File: src/rtl/branch_resolve_bht.sv
`default_nettype none
// ============================================================================
//  Module   : branch_resolve_bht
//  Purpose  : Conditional-branch resolution unit with a 2-bit saturating
//             branch history table. It predicts from the fetch PC and resolves
//             a branch with a one-cycle registered result. It also counts
//             resolved branches and mispredictions.
//  Revision : 1.0  initial release
// ============================================================================
module branch_resolve_bht #(
   parameter int XLEN        = 32,
   parameter int BHT_ENTRIES = 16,
   parameter int CNT_W       = 32
) (
   input  logic             clk,
   input  logic             reset,
   // fetch-side prediction
   input  logic [XLEN-1:0]  p_pc,
   output logic             p_taken,
   // resolve request
   input  logic             r_valid,
   input  logic [XLEN-1:0]  r_pc,
   input  logic [2:0]       r_funct3,
   input  logic [XLEN-1:0]  r_rv1,
   input  logic [XLEN-1:0]  r_rv2,
   input  logic [XLEN-1:0]  r_imm,
   input  logic             r_pred,
   // registered resolve result
   output logic             o_valid,
   output logic             o_taken,
   output logic [XLEN-1:0]  o_next_pc,
   output logic             o_mispredict,
   output logic             o_illegal,
   output logic             o_misalign,
   // performance counters
   output logic [CNT_W-1:0] br_count,
   output logic [CNT_W-1:0] mis_count
);

   localparam int IDX_W = $clog2(BHT_ENTRIES);

   // Branch type encodings carried in funct3
   localparam logic [2:0] F3_BEQ  = 3'b000;
   localparam logic [2:0] F3_BNE  = 3'b001;
   localparam logic [2:0] F3_BLT  = 3'b100;
   localparam logic [2:0] F3_BGE  = 3'b101;
   localparam logic [2:0] F3_BLTU = 3'b110;
   localparam logic [2:0] F3_BGEU = 3'b111;

   // Counter reset state: weakly not-taken
   localparam logic [1:0] CNT_WNT = 2'b01;
   localparam logic [1:0] CNT_ST  = 2'b11;
   localparam logic [1:0] CNT_SNT = 2'b00;

   logic [1:0]       bht_q [BHT_ENTRIES];

   logic             valid_q;
   logic             taken_q;
   logic [XLEN-1:0]  next_pc_q;
   logic             mispredict_q;
   logic             illegal_q;
   logic             misalign_q;
   logic [CNT_W-1:0] br_count_q;
   logic [CNT_W-1:0] mis_count_q;

   logic [IDX_W-1:0] p_idx;
   logic [IDX_W-1:0] r_idx;
   logic             cond;
   logic             legal;
   logic             taken_d;
   logic [XLEN-1:0]  target;
   logic [XLEN-1:0]  fallthrough;
   logic [XLEN-1:0]  next_pc_d;
   logic             mispredict_d;
   logic             misalign_d;
   logic [1:0]       cnt_cur;
   logic [1:0]       cnt_d;
   logic             unused_ok;

   // Word-aligned PC bits select the predictor entry on both ports
   assign p_idx = p_pc[IDX_W+1:2];
   assign r_idx = r_pc[IDX_W+1:2];

   // Prediction reads the stored value; a same-cycle update shows next cycle
   assign p_taken = bht_q[p_idx][1];

   // Only the index bits of the fetch PC matter to the predictor
   assign unused_ok = &{1'b0, p_pc[XLEN-1:IDX_W+2], p_pc[1:0]};

   // Evaluate branch condition, legality and next-PC candidates
   always_comb begin
      cond  = 1'b0;
      legal = 1'b1;
      unique case (r_funct3)
         F3_BEQ  : cond = (r_rv1 == r_rv2);
         F3_BNE  : cond = (r_rv1 != r_rv2);
         F3_BLT  : cond = ($signed(r_rv1) <  $signed(r_rv2));
         F3_BGE  : cond = ($signed(r_rv1) >= $signed(r_rv2));
         F3_BLTU : cond = (r_rv1 <  r_rv2);
         F3_BGEU : cond = (r_rv1 >= r_rv2);
         default : legal = 1'b0;
      endcase
      taken_d      = legal & cond;
      target       = r_pc + r_imm;
      fallthrough  = r_pc + XLEN'(4);
      next_pc_d    = taken_d ? target : fallthrough;
      // Illegal encodings never count as a misprediction
      mispredict_d = legal & (taken_d ^ r_pred);
      misalign_d   = taken_d & (target[1:0] != 2'b00);
   end

   // Saturating increment/decrement of the resolved entry
   always_comb begin
      cnt_cur = bht_q[r_idx];
      cnt_d   = cnt_cur;
      if (taken_d) begin
         if (cnt_cur != CNT_ST) cnt_d = cnt_cur + 2'd1;
      end else begin
         if (cnt_cur != CNT_SNT) cnt_d = cnt_cur - 2'd1;
      end
   end

   // Predictor table: reset to WNT, updated only by legal resolves
   always_ff @(posedge clk) begin
      if (reset) begin
         for (int i = 0; i < BHT_ENTRIES; i++) begin
            bht_q[i] <= CNT_WNT;
         end
      end else if (r_valid && legal) begin
         bht_q[r_idx] <= cnt_d;
      end
   end

   // Result register: flags gated by r_valid so they read 0 when idle
   always_ff @(posedge clk) begin
      if (reset) begin
         valid_q      <= 1'b0;
         taken_q      <= 1'b0;
         next_pc_q    <= '0;
         mispredict_q <= 1'b0;
         illegal_q    <= 1'b0;
         misalign_q   <= 1'b0;
      end else begin
         valid_q      <= r_valid;
         taken_q      <= r_valid & taken_d;
         mispredict_q <= r_valid & mispredict_d;
         illegal_q    <= r_valid & ~legal;
         misalign_q   <= r_valid & misalign_d;
         // Next PC keeps its last value between results
         if (r_valid) next_pc_q <= next_pc_d;
      end
   end

   // Performance counters, wrapping naturally at their width
   always_ff @(posedge clk) begin
      if (reset) begin
         br_count_q  <= '0;
         mis_count_q <= '0;
      end else if (r_valid && legal) begin
         br_count_q  <= br_count_q + CNT_W'(1);
         mis_count_q <= mis_count_q + CNT_W'(mispredict_d);
      end
   end

   assign o_valid      = valid_q;
   assign o_taken      = taken_q;
   assign o_next_pc    = next_pc_q;
   assign o_mispredict = mispredict_q;
   assign o_illegal    = illegal_q;
   assign o_misalign   = misalign_q;
   assign br_count     = br_count_q;
   assign mis_count    = mis_count_q;

endmodule
`default_nettype wire

File: config.mk
export PLATFORM = sky130hd
export DESIGN_NAME = branch_resolve_bht
export DESIGN_NICKNAME = d
export VERILOG_FILES = /design/src/rtl/branch_resolve_bht.sv
export SDC_FILE = /design/constraint.sdc
export NUM_CORES = 1
export LEC_CHECK = 0
export CAP_MARGIN = 40
export CORE_MARGIN = 1.5
export CORE_UTILIZATION = 34
export DETAILED_ROUTE_END_ITERATION = 10
export GPL_TIMING_DRIVEN = 1
export SLEW_MARGIN = 20
export SYNTH_ARGS = -nofsm -noshare
export SYNTH_HDL_FRONTEND = slang
export SYNTH_SLANG_ARGS = --single-unit
File: constraint.sdc
create_clock -name clk -period 4.8 [get_ports clk]
set_clock_uncertainty 0.05 [all_clocks]
set_input_delay 0.96 -clock clk [delete_from_list [all_inputs] [get_ports clk]]
set_output_delay 0.96 -clock clk [all_outputs]
set_load 0.1 [all_outputs]
==> impl_metrics.ini <==
[finish]
n_fill_cell = 2297
areaGrowthSynthToFinish_pct = 64.5
utilization = 0.570
final_cell_mix = clkdlybuf4s50_1 (173), nor2_1 (108), dfxtp_1 (101)
multi_input_area_um2 = 6380
area.sequential_um2 = 2980
layout_commonest_cell = clkdlybuf4s50_1
drive_gt1_frac = 0.226
fin_nets = 1656

[grt]
grt_max_degree = 68
grt_pass1_vias = 9194
antenna_found_initial = 5
grt_pass1_wl_mm = 47.6
grt-ovfl-total = 0
grtUsageTotal = 0.210

[logic_synthesis]
synth_cell_types = 81
synth_enable_flop_cells = 32
yosys_warnings = 0
syn_area_um2 = 9310
synth-main-ff-cell = dfxtp_1
synth_area_per_cell_um2 = 8.87
syn_nets = 1288
yosys_register_bits = 133
yosysSeqAreaShare = 0.320
syn_inst = 1050
async_reset_ff_frac = 0

[pwr]
p_leak_nw = 6.23
vdd_ir_drop_max_mv = 0.195
power_density_nw_per_um2 = 245

[detailed_routing]
drt-initial-drc-count = 494
num_vias = 9102
antenna_left = 0
routed_wirelength_mm = 29.7
vias_per_cell = 5.12
dr.pass1.iters = 5
drc = 0
wire_per_inst_um = 16.7

[place]
place.gp.congestion = 0.838
hpwl_mm = 23.0
portBuffers = 240

[clocking]
cts_root_buf = clkbuf_16
worstSkewPairLatency_ns = 0.42
cts.clk_slew.worst_paths_ns = 0.06
cts_buffer_depth = 2
cts_buffers = 17
postCtsHoldBufs = 0
cts_tree = built
cts_htree_levels = 4
clock_sinks = 133

[sta]
slew_headroom = 0.536
hold_violations = 0
fmax_mhz = 216
finalCriticalPeriod_ns = 4.63
setup_viol = 0
holdWs_ns = 0.425
drv_slew = 0
rsz0062_at_grt = yes
fin_crit_sh = 0.965
worst_pin_slew_ns = 0.697

[worst_hold_path]
hold_start = o_next_pc[2]
holdPathStages = 2
min_path_type = flip-flop to flip-flop

[worst_setup_path]
required_ns = 5.02
r2r_setup_slack_ns = 2.21
critPathLaunch = r_rv1[13]
rr_endpoint = bht_q[4][1]
endpoint_kind = flip-flop
worst-endpoint-arrival_ns = 4.86
cp_max_fo = 3
critPathKind = input port to flip-flop
ff2ff_path_depth = 5
r2r-start = bht_q[10][1]
cp-start-kind = input port
crit_end = mis_count[17]

[floorplanning]
core_um2 = 26900
io_pins = 269
die-area_um2 = 28400
die_y_um = 168
initial_core_util = 0.346
rows = 60
die_x_um = 168

[status]
run_status = finished, final reports clean

[job]
drv_cap = 0
-- power by group --
group          internal [W]  total, W  switching (W)
combinational      0.000544   0.00124       0.000696
clock              0.000737   0.00131       0.000568
sequential          0.00119   0.00121      0.0000223
total               0.00247   0.00375        0.00129
-- synthesized netlist by cell type, types with 2 or more instances --
cell type / instances / area, um^2
o22ai_1: 6 / 37.5
nor2_1: 111 / 417
o21a_1: 5 / 37.5
a2111oi_0: 3 / 26.3
nand4_1: 29 / 181
o31ai_1: 3 / 22.5
or2_2: 2 / 12.5
a211oi_2: 2 / 25.0
clkbuf_1: 24 / 90.1
a211o_1: 2 / 17.5
nor2b_1: 11 / 68.8
buf_6: 3 / 33.8
o21ai_0: 44 / 220
mux2i_1: 19 / 190
xnor2_1: 48 / 420
buf_2: 7 / 35.0
edfxtp_1: 32 / 961
o32ai_1: 6 / 52.6
nor4_2: 2 / 25.0
a21oi_1: 49 / 245
o21bai_1: 5 / 37.5
buf_12: 2 / 40.0
a31oi_1: 16 / 100
a211oi_1: 14 / 105
nand3_1: 66 / 330
nor2_4: 10 / 113
nor3b_2: 2 / 25.0
nor3b_1: 6 / 45.0
maj3_2: 2 / 22.5
nand2b_1: 44 / 275
dfxtp_1: 101 / 2020
mux4_2: 14 / 315
o211ai_1: 3 / 22.5
a21o_1: 13 / 97.6
or3_1: 18 / 113
and4_1: 10 / 87.6
inv_1: 55 / 206
xor2_1: 53 / 464
and2_1: 6 / 37.5
nor3_1: 7 / 35.0
buf_1: 2 / 7.51
ha_1: 70 / 876
nand2_1: 63 / 236
and3_1: 23 / 144
-- through the flow --
| step | setup TNS, ns | area [um^2] | std cells | total power, W | setup WS, ns |
|---|---|---|---|---|---|
| 3_5_place_dp | -13.82 | 14200 | 1724 | 0.00243 | -0.945 |
| 4_1_cts | 0 | 15100 | 1770 | 0.00377 | 0.000458 |
| 3_3_place_gp | -11.86 | 12200 | 1623 | 0.00226 | -0.883 |
| 6_report | 0 | 15300 | 1777 | 0.00375 | 0.166 |
| 2_1_floorplan | -2.81 | 9400 | 1050 | 0.00194 | -0.520 |
| 5_1_grt | -0.0588 | 15300 | 1777 | 0.00392 | -0.0244 |
-- critical path, cell delays in order --
cell and delay [ns]:
dlygate4sd2_1 0.26, ha_4 0.23, nand3_2 0.07, nand2_1 0.06, a21o_1 0.19, o41a_4 0.53, nor3b_4 0.22, mux2i_2 0.24
and3_4 0.25, xnor2_2 0.08, nor2_2 0.10, ha_2 0.19, nand3_2 0.09, nor3b_4 0.21, nand3_2 0.13, nor2_4 0.12
buf_4 0.11, buf_4 0.09, buf_4 0.09, buf_4 0.09, buf_4 0.09, buf_4 0.09, buf_4 0.09, nand2_1 0.05
xor2_1 0.16, nor2_1 0.06
-- final cells by class --
cell class,count,share of cell area
Antenna cell,5,0.000817
Clock buffer,17,0.0278
Sequential cell,133,0.195
Clock inverter,15,0.0102
Tap cell,341,0.0279
Timing Repair Buffer,389,0.308
Multi-Input combinational cell,822,0.417
Inverter,55,0.0143
-- repair_timing --
action / in CTS / in global routing
setup buffers: 14 / 2
gates cloned: 0 / 0
pin swaps: 35 / 21
resized for setup: 64 / 106
endpoints found under the setup margin: 15 / 14
-- registers in the layout, indices dropped and copies added (netlist names) --
register and cells:
bht_q 32, br_count 32, mis_count 32, o_next_pc 32, o_illegal 1, o_misalign 1
o_mispredict 1, o_taken 1, o_valid 1
-- worst min-delay path by stage --
stage,end,slack [ns]
after floorplan,o_next_pc[17],0.86
after global placement,o_next_pc[2],0.41
after detailed placement,o_next_pc[2],0.41
after CTS,o_next_pc[2],0.42
after global routing,o_next_pc[0],0.45
final,o_next_pc[2],0.42
-- metal layers --
layer	part of all wire	GRT usage
met1	0.44	0.261
met2	0.50	0.366
met5	0	0
met4	0.028	0.0870
met3	0.035	0.0253
-- cell families after synthesis --
family	count (synthesis)	synth area share
AOI/OAI and AO/OA	191	0.140
xor gates and xnor gates	101	0.0950
adders and majority gates	73	0.0986
buffers and inverters	95	0.0457
DFF	133	0.320
muxes	35	0.0570
and+or+nand+nor	422	0.244
Note: power is estimated with default switching activity, not from simulation.
